File: src/rtl/cla_sub_serial.sv
// rtl/cla_sub_serial.sv - multi-cycle subtractor, one 4-bit lookahead slice per clock
//
// Computes o_diff = i_a - i_b modulo 2^(4*NIBBLES). Each RUN cycle adds one nibble
// of a to ~b through 4-bit carry lookahead. The carry out of each slice is
// registered and feeds the next slice. The initial carry of 1 supplies the +1
// of two's complement.
//
// Optional feature macro: CLA_SUB_OVF_EN. When it is defined, the signed
// overflow flag is computed and registered. When it is undefined, o_ovf is
// tied to 0.
//
// Ports:
//   i_clk     rising-edge clock
//   i_rst     synchronous active-high reset
//   i_start   request; sampled only in IDLE
//   i_a       minuend; sampled on the accepting edge
//   i_b       subtrahend; sampled on the accepting edge
//   o_busy    high while slices are being processed
//   o_done    one-cycle pulse when results update
//   o_diff    a - b mod 2^W (registered, held between operations)
//   o_borrow  1 when a < b unsigned
//   o_ovf     signed overflow (0 unless CLA_SUB_OVF_EN)

module cla_sub_serial #(
    parameter  int NIBBLES = 4,
    localparam int W       = 4 * NIBBLES,
    localparam int CW      = (NIBBLES > 1) ? $clog2(NIBBLES) : 1
) (
    input  logic         i_clk,
    input  logic         i_rst,
    input  logic         i_start,
    input  logic [W-1:0] i_a,
    input  logic [W-1:0] i_b,
    output logic         o_busy,
    output logic         o_done,
    output logic [W-1:0] o_diff,
    output logic         o_borrow,
    output logic         o_ovf
);

    typedef enum logic {IDLE = 1'b0, RUN = 1'b1} state_t;

    state_t        r_state;
    logic [CW-1:0] r_cnt;
    logic          r_c;
    logic [W-1:0]  r_a;
    logic [W-1:0]  r_nb;
    logic [W-1:0]  r_work;
    logic          r_busy;
    logic          r_done;
    logic [W-1:0]  r_diff;
    logic          r_borrow;

    logic [3:0]    w_a_nib;
    logic [3:0]    w_nb_nib;
    logic [3:0]    w_p;
    logic [3:0]    w_g;
    logic [4:0]    w_c;
    logic [3:0]    w_sum;
    logic [W-1:0]  w_work_next;
    logic          w_last;

    // Current slice operands, selected by the slice counter.
    assign w_a_nib  = r_a[{r_cnt, 2'b00} +: 4];
    assign w_nb_nib = r_nb[{r_cnt, 2'b00} +: 4];

    assign w_p = w_a_nib ^ w_nb_nib;
    assign w_g = w_a_nib & w_nb_nib;

    // Flat lookahead: every carry comes straight from p/g and the slice carry-in.
    assign w_c[0] = r_c;
    assign w_c[1] = w_g[0] | (w_p[0] & r_c);
    assign w_c[2] = w_g[1] | (w_p[1] & w_g[0]) | (w_p[1] & w_p[0] & r_c);
    assign w_c[3] = w_g[2] | (w_p[2] & w_g[1]) | (w_p[2] & w_p[1] & w_g[0])
                  | (w_p[2] & w_p[1] & w_p[0] & r_c);
    assign w_c[4] = w_g[3] | (w_p[3] & w_g[2]) | (w_p[3] & w_p[2] & w_g[1])
                  | (w_p[3] & w_p[2] & w_p[1] & w_g[0])
                  | (w_p[3] & w_p[2] & w_p[1] & w_p[0] & r_c);

    assign w_sum  = w_p ^ w_c[3:0];
    assign w_last = (r_cnt == CW'(NIBBLES - 1));

    always_comb begin
        w_work_next = r_work;
        w_work_next[{r_cnt, 2'b00} +: 4] = w_sum;
    end

    always_ff @(posedge i_clk) begin
        if (i_rst) begin
            r_state  <= IDLE;
            r_cnt    <= '0;
            r_c      <= 1'b0;
            r_a      <= '0;
            r_nb     <= '0;
            r_work   <= '0;
            r_busy   <= 1'b0;
            r_done   <= 1'b0;
            r_diff   <= '0;
            r_borrow <= 1'b0;
        end else begin
            case (r_state)
                IDLE: begin
                    r_done <= 1'b0;
                    if (i_start) begin
                        r_a     <= i_a;
                        r_nb    <= ~i_b;
                        r_c     <= 1'b1;
                        r_cnt   <= '0;
                        r_busy  <= 1'b1;
                        r_state <= RUN;
                    end
                end
                RUN: begin
                    r_work <= w_work_next;
                    r_c    <= w_c[4];
                    if (w_last) begin
                        r_cnt    <= '0;
                        r_diff   <= w_work_next;
                        r_borrow <= ~w_c[4];
                        r_done   <= 1'b1;
                        r_busy   <= 1'b0;
                        r_state  <= IDLE;
                    end else begin
                        r_cnt <= r_cnt + CW'(1);
                    end
                end
                default: r_state <= IDLE;
            endcase
        end
    end

`ifdef CLA_SUB_OVF_EN
    logic r_ovf;

    // Signed overflow: carry into the top bit differs from carry out of it.
    always_ff @(posedge i_clk) begin
        if (i_rst) begin
            r_ovf <= 1'b0;
        end else if (r_state == RUN && w_last) begin
            r_ovf <= w_c[3] ^ w_c[4];
        end
    end

    assign o_ovf = r_ovf;
`else
    assign o_ovf = 1'b0;
`endif

    assign o_busy   = r_busy;
    assign o_done   = r_done;
    assign o_diff   = r_diff;
    assign o_borrow = r_borrow;

endmodule

File: config.mk
export PLATFORM = sky130hd
export DESIGN_NAME = cla_sub_serial
export DESIGN_NICKNAME = d
export VERILOG_FILES = /design/src/rtl/cla_sub_serial.sv
export SDC_FILE = /design/constraint.sdc
export NUM_CORES = 1
export LEC_CHECK = 0
export ABC_AREA = 1
export CAP_MARGIN = 0
export CORE_ASPECT_RATIO = 1.75
export CORE_MARGIN = 3
export CORE_UTILIZATION = 53
export DETAILED_ROUTE_END_ITERATION = 16
export PLACE_DENSITY = 0.83
export SYNTH_ARGS = -nofsm -noshare
export SYNTH_HDL_FRONTEND = slang
export SYNTH_SLANG_ARGS = --single-unit
File: constraint.sdc
create_clock -name i_clk -period 3.2 [get_ports i_clk]
set_clock_uncertainty 0.2 [all_clocks]
set_input_delay 0.64 -clock i_clk [delete_from_list [all_inputs] [get_ports i_clk]]
set_output_delay 0.64 -clock i_clk [all_outputs]
set_load 0.05 [all_outputs]
== Yosys cells after proc, flatten, opt, wreduce, memory -nomap -nowiden ==
Index checks and enable logic that the tools add are counted.

* Bits in registers: 71
* Input port bits: 35
* Output and inout port bits: 20

* Add/sub/neg operators: 2
* Equality and inequality tests: 3
* Shift operators: 4
* Mux-type cells: 13
* Bitwise logic cells: 32
* Reductions and logical operators: 3

{| class="wikitable"
|+ Operators by type and width
! operator !! number
|-
| $shiftx 16x5->4 || 2
|-
| $and 1x1->1 || 16
|-
| $bwmux 16 || 1
|-
| $not 16->16 || 1
|-
| $shift 4x6->16 const A || 1
|-
| $shiftx 4x6->16 || 1
|-
| $or 1x1->1 || 10
|-
| $pmux 1 s2 || 4
|-
| $xor 4x4->4 || 2
|-
| $neg 4->6 || 1
|-
| $reduce_and 2->1 || 3
|-
| $mux 1 || 5
|-
| $and 4x4->4 || 1
|-
| $mux 2 || 2
|-
| $pmux 2 s2 || 1
|-
| $add 2x1->2 const B || 1
|-
| $eq 2x2->1 const B || 1
|-
| $ne 2x1->1 const B || 1
|-
| $ne 2x2->1 const B || 1
|-
| $not 1->1 || 2
|}

== Logic depth before layout (Yosys ltp) ==
Gate-level depths: netlist of the first run.

* Depth after elaboration: 9
* Depth in mapped cells: 16
* Gate-level depth less buffers: 14

== Worst setup path before layout of the first run ==
Ideal clock, no wire load.

* Path kind: flip-flop to flip-flop
* Start: register r_cnt[0]
* End: register r_diff[3], in the netlist o_diff[3]
* Arrival time: 2.013 ns
* Data required time: 2.887 ns
* Setup slack: 0.874 ns
* Stages on the path, launching flop included: 17
* Buffers on the path: 2
* Clock period less this slack: 2.326 ns
* Cell sequence: dfxtp_1 inv_2 buf_2 buf_6 nor2_1 o22ai_1 ha_1 nand2_1 nand2_1 nand2_1 nand2_1 nand2_1 nand2_2 nand2_1 o21ai_2 o21ai_1 inv_1

* Longest elaborated chain between the ends: 9
* Elaborated cells on any way between the ends: 26
* Classes of those cells: 1 x add/sub; 1 x eq/ne; 4 x shift; 1 x mux; 18 x bitwise; 1 x reduce/logical

{| class="wikitable"
|+ Ends and longest elaborated chain
! element !! RTL line !! RTL
|-
| start, declared || 44 || <nowiki>logic [CW-1:0] r_cnt;</nowiki>
|-
| start signal, assigned || 124 || <nowiki>r_cnt <= r_cnt + CW'(1);</nowiki>
|-
| $shiftx 16x5->4, on equally long branches || 64, 65 ||
|-
| $xor 4x4->4 / $and 4x4->4 (equally long branches) || 67, 68 ||
|-
| $and 1x1->1, on equally long branches || 74, 75 ||
|-
| $or 1x1->1, or another cell as far along || 74 || <nowiki>assign w_c[3] = w_g[2] | (w_p[2] & w_g[1]) | (w_p[2] & w_p[1] & w_g[0])</nowiki>
|-
| $or 1x1->1 / $and 1x1->1 (equally long branches) || 74, 75 ||
|-
| $or 1x1->1 || 75 || <nowiki>| (w_p[2] & w_p[1] & w_p[0] & r_c);</nowiki>
|-
| $xor 4x4->4 || 80 || <nowiki>assign w_sum = w_p ^ w_c[3:0];</nowiki>
|-
| $shiftx 4x6->16 || 85 || <nowiki>w_work_next[{r_cnt, 2'b00} +: 4] = w_sum;</nowiki>
|-
| $bwmux 16 || 85 ||
|-
| end signal, assigned || 118 || <nowiki>r_diff <= w_work_next;</nowiki>
|-
| end, declared || 51 || <nowiki>logic [W-1:0] r_diff;</nowiki>
|}

Several ways; a longest one is shown, not always the timed one.
A chain may end at the register's enable or synchronous reset.

== Worst setup path after layout of the first run ==
* Start: register r_cnt[0]
* End: register r_work[9]

* Longest elaborated chain between the ends: 9
* Elaborated cells on any way between the ends: 24
* Classes of those cells: 1 x add/sub; 4 x shift; 1 x mux; 18 x bitwise

{| class="wikitable"
|+ Ends and longest elaborated chain
! element !! RTL line !! RTL
|-
| $shiftx 16x5->4, on equally long branches || 64, 65 ||
|-
| $xor 4x4->4 / $and 4x4->4 (equally long branches) || 67, 68 ||
|-
| $and 1x1->1, on equally long branches || 74, 75 ||
|-
| $or 1x1->1, or another cell as far along || 74 ||
|-
| $or 1x1->1 / $and 1x1->1 (equally long branches) || 74, 75 ||
|-
| $or 1x1->1 || 75 ||
|-
| $xor 4x4->4 || 80 ||
|-
| $shiftx 4x6->16 || 85 ||
|-
| $bwmux 16 * || 85 ||
|-
| end signal, assigned || 114 || <nowiki>r_work <= w_work_next;</nowiki>
|-
| end, declared || 48 || <nowiki>logic [W-1:0] r_work;</nowiki>
|}

Every way passes the cells marked *; elsewhere a longest branch is shown, timed or not.

==> results of run 1 <==
## state kept, by name, summed over array words and instances, names as in the netlist, 2 cells and up
register	flops
o_diff	16
r_a	16
r_cnt	2
r_nb	16
r_work	16
## layout make-up
| cell class | instances | area share [%] |
|---|---|---|
| tap | 78 | 2.41 |
| multi-input combinational | 293 | 36.8 |
| clock inverter | 7 | 2.94 |
| sequential | 71 | 35.1 |
| inverter | 59 | 5.47 |
| clock buffer | 9 | 3.06 |
| timing repair buffer | 59 | 14.2 |
## critical path, stage by stage (launching register included)
cell     delay, ns
dfxtp_1       0.34
inv_2         0.17
o21ai_0       0.27
o22ai_1       0.18
fa_1          0.43
xor2_1        0.36
nand2_1       0.10
o22ai_1       0.24
o21ai_0       0.12
inv_1         0.06
## power by group through the flow
| stage | Sequential (mW) | Combinational, mW | Clock [mW] |
|---|---|---|---|
| floorplan | 0.981 | 0.266 | 0 |
| global placement | 0.982 | 0.367 | 0 |
| detailed placement | 0.983 | 0.379 | 0 |
| CTS | 0.963 | 0.383 | 0.876 |
| global route | 0.968 | 0.430 | 0.914 |
| finish | 0.964 | 0.383 | 0.868 |
## cells in the final DEF, fill, tap and decap left out, types with 6 or more instances in the layout
cell and instances:
o22ai_1 12, o21ai_1 21, o21ai_0 55, nand3_1 11, ha_1 11, nor2_1 86
nand4_1 6, clkdlybuf4s50_1 53, nand2_1 44, dfxtp_1 71, buf_4 6, clkbuf_8 9
a21oi_1 29, inv_1 54
## per-stage QoR
step,util [%],instance area [um^2],power (mW)
floorplan,-,3260,1.25
CTS,68.3,4050,2.22
detailed placement,64.2,3800,1.36
global route,68.3,4050,2.31
global placement,64.2,3800,1.35
finish,68.3,4050,2.22
## metal layers
metal | track usage, % | up-vias | part of all wire, % | wire (um)
met3 | 5.52 | 22 | 3.8 | 292
met1 | 23.0 | 1383 | 37 | 2850
met5 | 0 | - | 0 | 0
met4 | 11.4 | 0 | 3.4 | 262
met2 | 42.1 | 84 | 55 | 4200
li1 | - | 1538 | - | -
## logic make-up (layout without fill, tap and decap cells)
group / Yosys count / count (layout) / synth area share, %
DFF: 71 / 71 / 43.6
AOI/OAI and AO/OA: 127 / 127 / 21.2
adders and majority gates: 12 / 12 / 4.84
other: 1 / 1 / 0.115
and+or+nand+nor: 152 / 152 / 19.2
buffers and inverters: 83 / 134 / 10.7
xor gates and xnor gates: 1 / 1 / 0.269
## final timing paths
kind,endpoint,cells after the start
max reg2reg,r_work[9],9
max,r_work[9],9
min reg2reg,o_diff[7],2
min,o_diff[7],2
==> results.md, run 1 <==
- Cts bufs inserted: 9
- CP startpoint: r_cnt[0]
- DP HPWL: 5530 um
- Status: completed
- Placed Cells: 560
- CTS Buffer Depth: 2
- Combinational share of power: 17.3%
- Max FO, Critical Path: 23
- Initial core utilization: 55.0%
- Netlist cell types: 30
- Peak VDD IR: 0.457 mV
- Setup WS pre-CTS: 0.707 ns
- Fill cells: 552
- Tcrit/Tclk final: 78.9%
- Setup TNS: 0 ns
- Footprint of the multi-input gates: 0.00149 mm^2
- Critical path arrival: 2.62 ns
- Die Y: 110 um
- DRT Pass-1 Iters: 5
- Width of the die: 65.3 um
- Vias: 3027
- Wire length per cell: 13.2 um
- Clk_lat worst skew: 0.35 ns
- Area grow syn2layout: 24.2%
- Total die area: 0.00716 mm^2
- Part of the power in registers: 43.5%
- Synth area leaders: dfxtp_1 44%, nor2_1 9.9%, o21ai_0 8.4%, inv_1 6.2%, nand2_1 5.1%
- EDFF count, synth: 0
- Port buffer count: 53
- Congestion Overflow GR: 0
- Initial antenna violation count: 0
- Synth warnings: 0
- Clk slew on worst S/H paths: 0.08 ns
- Seq cells post-synth: 71
- RSZ-0062 raised after global routing: no
- Largest net degree at the start of global routing: 50
- Hold Fails Final Rpt: 0
- Hold crit path type: reg2reg
- Number of global-route vias before repair: 2829
- Row cnt: 37
- Reg area: 0.00142 mm^2
- DR vias/cell: 5.26
- Relative slew slack: 59.6%
- Hold Buf Count CTS: 0
- Register area share after synthesis: 43.6%
- Switching Power: 0.615 mW
- FFs w/ async S/R, synth: 0%
- First-pass GRT wire length: 12400 um
- Routability cong.: 0.830
- Lkg Pwr: 1.87 nW
- NumNets Final: 540
- Share of post-route cells with drive strength above 1: 7.63%
- Syn_nets: 494
- Postcts setup bufs: 0
- Gr usage total: 22.7%
- Synth area leader: dfxtp_1
- Cts repair resizes: 0
- Required @ worst endpoint: 3.30 ns
- Cells after synthesis: 447
- Core Area: 0.00593 mm^2
- DRC Markers: 0
- Routed Antenna Nets: 0
- Post-Route WL: 7600 um
- PwrDens: 547 mW/mm^2
- Mapped Area: 0.00326 mm^2
- Most frequent cell after synthesis: nor2_1
- Worst-Margin Slew: 0.605 ns
- Critical path launch point type: flip-flop
- Worst hold path startpoint: o_diff[7]
- Slew Limit Fails: 0
- Reg2Reg Setup Slack: 0.68 ns
- Final setup fails: 0
- Pint: 1.60 mW
- Slack of the critical path: 0.675 ns
- Worst hold slack: 0.259 ns
- CTS HTree Levels: 3
- Crit path kind: reg2reg
- Top FF cell, synth: dfxtp_1
- Synth Area per Inst: 7.29 um^2
- Synth top area share: 43.6%
- CTS sink cnt: 71
- CTS root buf: clkbuf_8
- Crit. End Element: flip-flop
- CTS tree: built
- Switch share: 27.7%
- Reg2Reg Launch Point: r_cnt[0]
- DRT iter0 DRCs: 217
- Tmin final: 2.52 ns
- Fmax: 396 MHz
- Maximum capacitance violations: 0
- Clock power share: 39.2%
- Non-Filler Instances: 576
- ANT cells: 0
- I/O pins: 55
- Most frequent cells after synthesis: 86 x nor2_1, 71 x dfxtp_1, 55 x o21ai_0, 54 x inv_1, 44 x nand2_1
Note: power is estimated with default switching activity, not from simulation.
==> inputs of run 2 (changes only) <==
Settings changed: CORE_UTILIZATION 53 to 48, PLACE_DENSITY 0.83 to 0.79.
Clock period 3.2 ns to 2.2 ns, I/O delays scaled along.
==> run 2 against run 1 <==
The flow now finishes with violations (setup timing); non-clock buffer count is 17 higher; critical path depth unchanged; design area increased by 9.9%; routed wire length increased by 15%; global-route usage grew 0.53 points; core utilization is 0.30 points lower; die area increased by 9.6%; clock power increased by 71%; critical endpoint is now r_work[8]; largest cell class unchanged; highest routed layer unchanged.
==> results.md, run 2 (synthesized netlist as in run 1, its figures left out) <==
- CTS tree: built
- Most frequent cells in the layout: 83 x nor2_1, 69 x dfxtp_1, 53 x inv_1
- Required @ worst endpoint: 2.28 ns (-1.02 ns)
- Final setup fails: 15 (+15)
- Area grow syn2layout: 36.4%
- Die Y: 115 um (+4.8%)
- CTS Buffer Depth: 2 (unchanged)
- Crit path kind: reg2reg
- Most common cell after layout, fill and taps aside: nor2_1
- Wire length on met2: 4800 um (+14%)
- Slew Limit Fails: 0 (unchanged)
- Worst hold slack: 0.258 ns (-0.00190 ns)
- Hold Buf Count CTS: 0 (unchanged)
- Core Area: 0.00654 mm^2 (+10%)
- Cell breakdown of the critical path: inv_8 > nor2_1 > o22ai_2 > buf_4 > fa_2 > inv_1 > o32ai_2 > o21ai_1 > inv_1
- CP startpoint: r_cnt[0]
- Clk slew on worst S/H paths: 0.05 ns (-0.03 ns)
- Number of global-route vias before repair: 3114 (+10%)
- CP endpoint: r_work[8]
- Lkg Pwr: 2.04 nW (+9.4%)
- CTS root buf: clkbuf_16
- Wire length per cell: 14.6 um (+10%)
- Cell mode on critical path: inv_1
- Maximum capacitance violations: 0 (unchanged)
- Status: finished, violations left
- Slack of the critical path: -0.0717 ns (-0.747 ns)
- End of the worst register-to-register path: r_work[8]
- DRT iter0 DRCs: 203 (-6.5%)
- Total die area: 0.00785 mm^2 (+9.6%)
- Hold Fails Final Rpt: 0 (unchanged)
- Crit. End Element: flip-flop
- Fmax: 440 MHz (+11%)
- I/O pins: 55 (unchanged)
- Met1 wire length: 3070 um (+7.8%)
- R2R depth: 9 (unchanged)
- DR vias/cell: 5.35 (+1.8%)
- Critical path launch point type: flip-flop
- Non-Filler Instances: 597 (+3.6%)
- Initial core utilization: 49.8% (-5.2 points)
- Reg2Reg Setup Slack: -0.07 ns (-0.75 ns)
- Port buffer count: 53 (unchanged)
- DR WL met3: 330 um (+13%)
- Relative slew slack: 66.2% (+6.6 points)
- Routability cong.: 0.906 (+9.1%)
- Worst-Margin Slew: 0.505 ns (-0.100 ns)
- Critical path arrival: 2.35 ns (-0.27 ns)
- Tmin final: 2.27 ns (-0.253 ns)
- Cts bufs inserted: 9 (unchanged)
- Width of the die: 68.3 um (+4.6%)
- Hold crit path type: reg2reg
- Routed Antenna Nets: 0 (unchanged)
- Setup WS pre-CTS: -0.0865 ns (-0.794 ns)
- First-pass GRT wire length: 13600 um (+9.7%)
- ANT cells: 0 (unchanged)
- Largest net degree at the start of global routing: 34 (-32%)
- Clk_lat worst skew: 0.33 ns (-0.02 ns)
- DRT Pass-1 Iters: 5 (unchanged)
- Congestion Overflow GR: 0 (unchanged)
- Total Power: 3.63 mW (+64%)
- Highest cell delay on the worst timing path: 0.53 ns (+0.10 ns)
- Top Layer Used: met4
- CTS sink cnt: 71 (unchanged)
- Reg2Reg Launch Point: r_cnt[0]
- DRC Markers: 0 (unchanged)
- Placed Cells: 572 (+2.1%)
- Share of post-route cells with drive strength above 1: 18.3% (+11 points)
- Vias: 3194 (+5.5%)
- Initial antenna violation count: 0 (unchanged)
- Peak VDD IR: 0.839 mV (+83%)
- Max FO, Critical Path: 17 (-26%)
- Gr usage total: 23.2% (+0.53 points)
- RSZ-0062 raised after global routing: yes
- CTS HTree Levels: 3 (unchanged)
- DP HPWL: 5910 um (+6.9%)
- NumNets Final: 557 (+3.1%)
- Tcrit/Tclk final: 103% (+24 points)
- Row cnt: 39 (+5.4%)
- PwrDens: 817 mW/mm^2 (+49%)
- Failing checks: setup timing
- CP max stage cell: fa_2
- Post-Route WL: 8710 um (+15%)
-- run 2: cell count changes in the layout (fill, tap and decap cells not counted), sizes merged --
cell	change
clkinv	+1
clkinvlp	-2
bufinv	-2
buf	+22
inv	-1
clkbuf	+4
clkdlybuf4s50	-5
-- run 2: what timing repair did --
action	4_1_cts	5_1_grt
resized for setup	27	25
buffers inserted	5	3
endpoints found under the setup margin	27	27
cloned	1	0
pin swaps	14	14
-- run 2: layout make-up --
type	instances	area (um^2)
Tap cell	82	103
Fill cell	543	2090
Timing Repair Buffer	76	724
Clock buffer	13	270
Clock inverter	3	40.0
Inverter	59	229
Multi-Input combinational cell	293	1650
Sequential cell	71	1430
-- run 2: worst min-delay path by stage --
stage | slack (ns) | endpoint | startpoint | depth (start not counted)
2_1_floorplan | 0.25 | r_work[10] | r_work[10] | 2
3_3_place_gp | 0.24 | o_diff[10] | o_diff[10] | 2
3_5_place_dp | 0.25 | o_diff[10] | o_diff[10] | 2
4_1_cts | 0.26 | o_diff[10] | o_diff[10] | 2
5_1_grt | 0.28 | o_diff[11] | o_diff[11] | 2
6_report | 0.26 | o_diff[10] | o_diff[10] | 2
-- run 2: report_power, final --
part | leakage [nW] | internal [mW] | switching (mW)
combinational | 1.30 | 0.311 | 0.419
clock | 0.156 | 0.966 | 0.516
sequential | 0.584 | 1.36 | 0.0560
total | 2.04 | 2.64 | 0.991
-- run 2: per-layer routing --
metal | global-route usage, % | vias to the layer above
li1 | - | 1578
met1 | 22.5 | 1474
met2 | 41.6 | 109
met3 | 5.87 | 33
met4 | 14.9 | 0
met5 | 0 | -
-- run 2: critical path: cells and delay by family (launching register included) --
family / cells / cell delay, ns
fa+ha+maj: 1 / 0.53
compound gates: 3 / 0.51
flops: 1 / 0.43
buf+inv: 4 / 0.40
simple gates: 1 / 0.14
-- run 2: stage by stage --
step	utilization, %	area, um^2	setup TNS, ns
global placement	59.6	3900	-0.0102
finish	68.0	4450	-0.479
CTS	66.0	4320	-0.0309
floorplan	-	3280	0
global route	68.0	4450	-2.43
detailed placement	59.6	3900	-0.907
